File: config.mk
export PLATFORM = sky130hd
export DESIGN_NAME = bcp_engine
export DESIGN_NICKNAME = d
export VERILOG_FILES = /design/src/rtl/bcp_engine.sv
export SDC_FILE = /design/constraint.sdc
export NUM_CORES = 1
export LEC_CHECK = 0
export CAP_MARGIN = 20
export CORE_MARGIN = 1.5
export CORE_UTILIZATION = 45
export CTS_BUF_LIST = sky130_fd_sc_hd__clkbuf_4
export DETAILED_ROUTE_END_ITERATION = 6
export GPL_ROUTABILITY_DRIVEN = 1
export MAX_ROUTING_LAYER = met4
export PLACE_DENSITY_LB_ADDON = 0.3
export SYNTH_ARGS = -nofsm -noshare
export SYNTH_HDL_FRONTEND = slang
export SYNTH_SLANG_ARGS = --single-unit
File: constraint.sdc
create_clock -name clock -period 9.1 [get_ports clock]
set_clock_uncertainty 0.2 [all_clocks]
set_input_delay 2.275 -clock clock [delete_from_list [all_inputs] [get_ports clock]]
set_output_delay 2.275 -clock clock [all_outputs]
set_load 0.01 [all_outputs]
File: src/rtl/bcp_engine.sv
// Boolean-constraint-propagation engine: scans a clause range, pushes unit implications, flags the first conflict.
// Optional statistics counters are compiled in when BCP_STATS_EN is defined.
`ifndef MAX_VARS_BITS
`define MAX_VARS_BITS 4
`endif
`ifndef MAX_CLAUSES_BITS
`define MAX_CLAUSES_BITS 4
`endif

module bcp_engine #(
  parameter int LITS_PER_CLAUSE = 3,
  parameter int NUM_VARS        = (1 << `MAX_VARS_BITS)
) (
  input  logic                                          clock,
  input  logic                                          reset,
  input  logic                                          start_bcp,
  input  logic                                          reset_bcp,
  input  logic [`MAX_CLAUSES_BITS-1:0]                  start_clause,
  input  logic [`MAX_CLAUSES_BITS-1:0]                  end_clause,
  output logic                                          bcp_busy,
  output logic                                          conflict,
  output logic [`MAX_CLAUSES_BITS-1:0]                  bcp_clause_idx,
  output logic                                          clause_rd_en,
  output logic [`MAX_CLAUSES_BITS-1:0]                  clause_rd_idx,
  input  logic [LITS_PER_CLAUSE*(`MAX_VARS_BITS+1)-1:0] clause_lits,
  input  logic [NUM_VARS-1:0]                           assigned_vec,
  input  logic [NUM_VARS-1:0]                           value_vec,
  input  logic                                          full_imply,
  output logic                                          push_imply,
  output logic [`MAX_VARS_BITS-1:0]                     var_in_imply,
  output logic                                          val_in_imply,
  output logic                                          type_in_imply,
  output logic [1:0]                                    bcp_state
`ifdef BCP_STATS_EN
  ,
  output logic [31:0]                                   stat_clauses,
  output logic [31:0]                                   stat_implies
`endif
);

  localparam int VB  = `MAX_VARS_BITS;
  localparam int CB  = `MAX_CLAUSES_BITS;
  localparam int LW  = VB + 1;
  localparam int LCW = $clog2(LITS_PER_CLAUSE + 1);

  // Handshake: push_imply is a one-cycle strobe; the imply stack accepts it on
  // the rising edge where push_imply=1. The engine never asserts it while
  // full_imply=1, so a stalled unit waits in PUSH holding var/val.

  typedef enum logic [1:0] {
    IDLE  = 2'd0,
    FETCH = 2'd1,
    EVAL  = 2'd2,
    PUSH  = 2'd3
  } state_t;

  state_t state, state_n;

  logic [CB-1:0]  idx;
  logic [CB-1:0]  end_idx;
  logic           conflict_r;
  logic [VB-1:0]  held_var;
  logic           held_val;

  logic           advance;
  logic           set_conflict;
  logic           hold_push;
  logic           abort;

  logic           any_true;
  logic [LCW-1:0] n_unassigned;
  logic [VB-1:0]  unit_var;
  logic           unit_neg;
  logic [LW-1:0]  lit;
  logic [VB-1:0]  lit_var;
  logic           lit_neg;

  assign abort = reset | reset_bcp;

  // Clause classification; slot 0 sits in the least-significant literal field.
  always_comb begin
    any_true     = 1'b0;
    n_unassigned = '0;
    unit_var     = '0;
    unit_neg     = 1'b0;
    lit          = '0;
    lit_var      = '0;
    lit_neg      = 1'b0;
    for (int i = 0; i < LITS_PER_CLAUSE; i++) begin
      lit     = clause_lits[i*LW +: LW];
      lit_var = lit[VB-1:0];
      lit_neg = lit[VB];
      if (lit_var != '0) begin
        if (assigned_vec[lit_var]) begin
          if (value_vec[lit_var] != lit_neg) any_true = 1'b1;
        end else begin
          n_unassigned = n_unassigned + LCW'(1);
          unit_var     = lit_var;
          unit_neg     = lit_neg;
        end
      end
    end
  end

  always_ff @(posedge clock) begin
    if (abort) state <= IDLE;
    else       state <= state_n;
  end

  always_comb begin
    state_n      = state;
    advance      = 1'b0;
    set_conflict = 1'b0;
    hold_push    = 1'b0;
    push_imply   = 1'b0;
    unique case (state)
      IDLE: begin
        if (start_bcp) state_n = FETCH;
      end
      FETCH: begin
        state_n = EVAL;
      end
      EVAL: begin
        if (any_true) begin
          advance = 1'b1;
        end else if (n_unassigned == '0) begin
          set_conflict = 1'b1;
          state_n      = IDLE;
        end else if (n_unassigned == LCW'(1)) begin
          if (!full_imply) begin
            push_imply = 1'b1;
            advance    = 1'b1;
          end else begin
            hold_push = 1'b1;
            state_n   = PUSH;
          end
        end else begin
          advance = 1'b1;
        end
      end
      PUSH: begin
        if (!full_imply) begin
          push_imply = 1'b1;
          advance    = 1'b1;
        end
      end
    endcase
    if (advance) state_n = (idx == end_idx) ? IDLE : FETCH;
    // An abort suppresses every side effect of the current cycle.
    if (abort) begin
      state_n      = IDLE;
      advance      = 1'b0;
      set_conflict = 1'b0;
      hold_push    = 1'b0;
      push_imply   = 1'b0;
    end
  end

  always_ff @(posedge clock) begin
    if (abort) begin
      idx        <= '0;
      end_idx    <= '0;
      conflict_r <= 1'b0;
      held_var   <= '0;
      held_val   <= 1'b0;
    end else begin
      if (state == IDLE && start_bcp) begin
        idx        <= start_clause;
        // A reversed range collapses to a single-clause scan of start_clause.
        end_idx    <= (end_clause < start_clause) ? start_clause : end_clause;
        conflict_r <= 1'b0;
      end
      if (advance && idx != end_idx) idx <= idx + CB'(1);
      if (set_conflict) conflict_r <= 1'b1;
      if (hold_push) begin
        held_var <= unit_var;
        held_val <= ~unit_neg;
      end
    end
  end

  assign bcp_busy       = (state != IDLE);
  assign conflict       = conflict_r;
  assign bcp_clause_idx = idx;
  assign clause_rd_en   = (state == FETCH);
  assign clause_rd_idx  = idx;
  assign var_in_imply   = (state == PUSH) ? held_var : unit_var;
  assign val_in_imply   = (state == PUSH) ? held_val : ~unit_neg;
  assign type_in_imply  = 1'b1;
  assign bcp_state      = state;

`ifdef BCP_STATS_EN
  // Saturating counters survive reset_bcp so control can read totals across aborts.
  always_ff @(posedge clock) begin
    if (reset) begin
      stat_clauses <= '0;
      stat_implies <= '0;
    end else begin
      if (state == EVAL && !reset_bcp && stat_clauses != 32'hFFFF_FFFF)
        stat_clauses <= stat_clauses + 32'd1;
      if (push_imply && stat_implies != 32'hFFFF_FFFF)
        stat_implies <= stat_implies + 32'd1;
    end
  end
`endif

endmodule

==> metrics.md <==
| Metric | Value |
|---|---|
| Core ar. | `5170 um^2` |
| Setup crit start | `clause_lits[2]` |
| EDFF count, synth | `0` |
| Yosys reg bits | `16` |
| Worst EP required | `6.63 ns` |
| Synth top area cells | `mux4_2 17%, dfxtp_1 13%, mux2i_1 10%` |
| Diode count | `0` |
| Post-DR wirelength/cell | `roughly 17 um` |
| Row Count | `26` |
| Worst R2R Start | `bcp_state[0]` |
| Largest family of logic cells by synthesized area | `multiplexers` |
| Number of synthesis warnings | `0` |
| HPWL after detailed placement | `5210 um` |
| Pwr Density | `84.1 nW/um^2` |
| I/O pin cnt | `80` |
| Worst-Margin Slew | `between 1 and 1.5 ns` |
| Post-Syn Nets | `332` |
| Yosys top cell by area | `mux4_2` |
| CTS tree | `built` |
| Worst hold path type | `reg -> reg` |
| Worst R2R End | `bcp_clause_idx[0]` |
| Startpoint types | `primary input` |
| Initial antenna violation count | `0` |
| Final Hold Fails | `0` |
| Max clock buf depth | `2` |
| Final Critical Period | `around 8.2 ns` |
| Post-Synth Adder-Cell Area | `0.0462` |
| TNS Setup | `0 ns` |
| Layout area overhead | `31.1%` |
| Vias in the first global route | `2,327` |
| Placer congestion estimate | `1.00` |
| Total routed wirelength | `6510 um` |
| Die Span Y | `between 70 and 80 um` |
| Port bufs | `78` |
| Vias per cell | `5.94` |
| Finished Core Util | `0.618` |
| Crit. End Element | `primary output` |
| Post-CTS Resized | `0` |
| Die area | `5870 um^2` |
| DR pass1 iterations | `4` |
| Number of hold buffers added after CTS | `0` |
| Root Buffer | `clkbuf_4` |
| Antenna-violating nets left | `0` |
| Outcome | `finished clean` |
| Fillers | `452` |
| Max cap viols | `0` |
| Critical-path cell list | `clkdlybuf4s50_1 -> mux4_2 -> mux2i_1 -> a22o_2 -> ha_1 -> xor2_1 -> a2bb2oi_1 -> nor2_1 -> o21a_1 -> clkdlybuf4s50_1` |
| Hold Path Origin | `held_var[2]` |
| Synthesized area per cell | `between 9 and 10 um^2` |
| CTS sink count | `16` |
| Crit path kind | `in -> out` |
| Post-synthesis sequential area ratio | `0.131` |
| Xor-xnor portion of the synthesized cell area | `0.0251` |
| Crit share post-route | `0.906` |
| Peak supply drop | `about 57 uV` |
| Final Slew Violations | `0` |
| Largest net degree at the start of global routing | `18` |
| Mux cell area share after synthesis | `0.347` |
| Max stage delay cell, worst path | `clkdlybuf4s50_1` |
| Total power draw | `roughly 0.27 mW` |
| Slew HR | `0.317` |
| 1st-iter DRT viols | `176` |
| Vias | `2,334` |
| First-pass GRT wire length | `11,200 um` |
| Max Freq | `approximately 120 MHz` |
| Max H-tree Level | `1` |
| Fin worst setup slack | `0.854 ns` |
| CP max stage delay | `about 0.89 ns` |
| Synth Instances | `263` |
| Final setup violation count | `0` |
| Mapped cell area | `about 2400 um^2` |
| Cells on worst reg2reg path | `6` |
| Initial core utilization | `0.472` |
| Most frequent CP cell | `clkdlybuf4s50_1` |
| Compound-Gate Fraction of Synth Area | `0.181` |
| Top FF cell, synth | `dfxtp_1` |
| Clock slew seen by the registers of the worst setup and hold paths | `approximately 0.090 ns` |
| CTS Buf Count | `3` |
| Post-synth ARST share | `0` |
| Unrepaired setup endpoints after global routing | `false` |
| DIE WIDTH | `between 70 and 80 um` |
| Crit-path max FO | `12` |
| DRC | `0` |
| Hold depth | `2` |
| Leak | `about 1.2 nW` |
| GRT Overall Usage | `0.240` |
| Post-CTS setup buffer count | `0` |
| Simple-gate share of the synthesized area | `0.196` |
| Fin nets | `between 300 and 400` |
| Post-synth top area share | `0.166` |
| Hold EP | `held_var[2]` |
| Fraction of layout instances using a drive strength above 1 | `0.121` |
| Flop2flop setup slack | `6.85 ns` |
| Grt ovf | `0` |
| Post-synth cell types | `between 60 and 70` |
| Worst Path Arrival | `slightly below 6 ns` |
| Pre-CTS setup slack | `0.819 ns` |
| Clock Latency Late Sink | `0.29 ns` |
[through the flow]
stage	instances	hold slack, ns	area (um^2)
6_report	393	0.264	3200
5_1_grt	393	0.290	3200
4_1_cts	393	0.266	3200
3_5_place_dp	389	0.248	3170
3_3_place_gp	389	0.240	3170
2_1_floorplan	263	0.231	2440
[Yosys cell counts, drive strengths merged, types with 2 or more instances]
cell and number:
nor2 19, and4b 2, nor2b 4, nor4 6
nand2 24, nand3 8, a21oi 8, and2 4
nand4b 2, mux4 22, a22oi 6, o21bai 3
ha 9, a22o 2, xnor2 6, dfxtp 16
a211oi 7, a21o 3, nor4b 2, o21ai 8
nor3 5, mux2i 25, o21a 2, nand4 3
clkbuf 6, inv 10, buf 16, a21boi 4
o22ai 4, nand2b 4, mux2 7
[worst max-delay path: cells and delay by family]
kind                       cells  cell delay, ns
buffers and inverters          2            1.37
muxes                          2            0.79
AOI/OAI and AO/OA              3            0.78
adders and majority gates      1            0.29
xor gates and xnor gates       1            0.17
and+or+nand+nor                1            0.09
[how the worst max path moves through the flow]
stage / endpoint / slack, ns / depth (start not counted)
floorplan: push_imply / 2.25 / 9
global placement: push_imply / 0.95 / 10
detailed placement: push_imply / 0.82 / 10
CTS: push_imply / 0.82 / 10
global route: push_imply / 0.73 / 10
finish: push_imply / 0.85 / 10
[state kept, by name, summed over array words and instances (netlist names)]
signal and flops:
bcp_state 2, bcp_clause_idx 4, end_idx 4, held_val 1
conflict 1, held_var 4
[cell type report]
type | count | area (um^2) | area share
inverter | 10 | 37.5 | 0.0117
multi-input combinational | 215 | 1950 | 0.608
timing repair buffer | 78 | 781 | 0.244
clock inverter | 1 | 3.75 | 0.00117
tap | 70 | 87.6 | 0.0274
clock buffer | 3 | 22.5 | 0.00704
sequential | 16 | 320 | 0.100
[where the power goes]
| part | total [mW] | leakage (nW) | internal (mW) | switching, mW |
|---|---|---|---|---|
| registers | 0.0738 | 0.130 | 0.0718 | 0.00208 |
| clock network | 0.0395 | 0.0154 | 0.0160 | 0.0235 |
| logic | 0.156 | 1.05 | 0.0837 | 0.0720 |
[cell usage in the layout, fill, tap and decap left out, types with 6 or more instances in the layout]
cell type | netlist | layout
ha_1 | 9 | 9
nand3_1 | 8 | 8
o21ai_0 | 8 | 8
mux2i_1 | 25 | 25
nor2_1 | 18 | 18
nor4_1 | 6 | 6
a21oi_1 | 8 | 8
a22oi_1 | 6 | 6
xnor2_1 | 6 | 6
inv_1 | 10 | 10
nand2_1 | 23 | 23
dfxtp_1 | 16 | 16
a211oi_1 | 6 | 6
mux4_2 | 18 | 18
clkdlybuf4s50_1 | 0 | 78
[routing by layer]
| metal | vias up | global-route usage | wire length, um |
|---|---|---|---|
| met5 | - | - | 0 |
| met4 | 0 | 0.0407 | 54 |
| met3 | 6 | 0.0515 | 495 |
| met2 | 112 | 0.401 | 3140 |
| met1 | 1078 | 0.302 | 2830 |
| li1 | 1138 | - | - |
[logic make-up (layout without fill, tap and decap cells)]
logic type	count (synthesis)	count (layout)
flip-flops	16	16
buffers and inverters	32	92
AND/OR/NAND/NOR	88	88
AO/OA/AOI/OAI	56	56
other	1	1
adder cells (fa/ha/maj)	9	9
XOR/XNOR	7	7
multiplexers	54	54
Power figures use the tool's default switching activity.
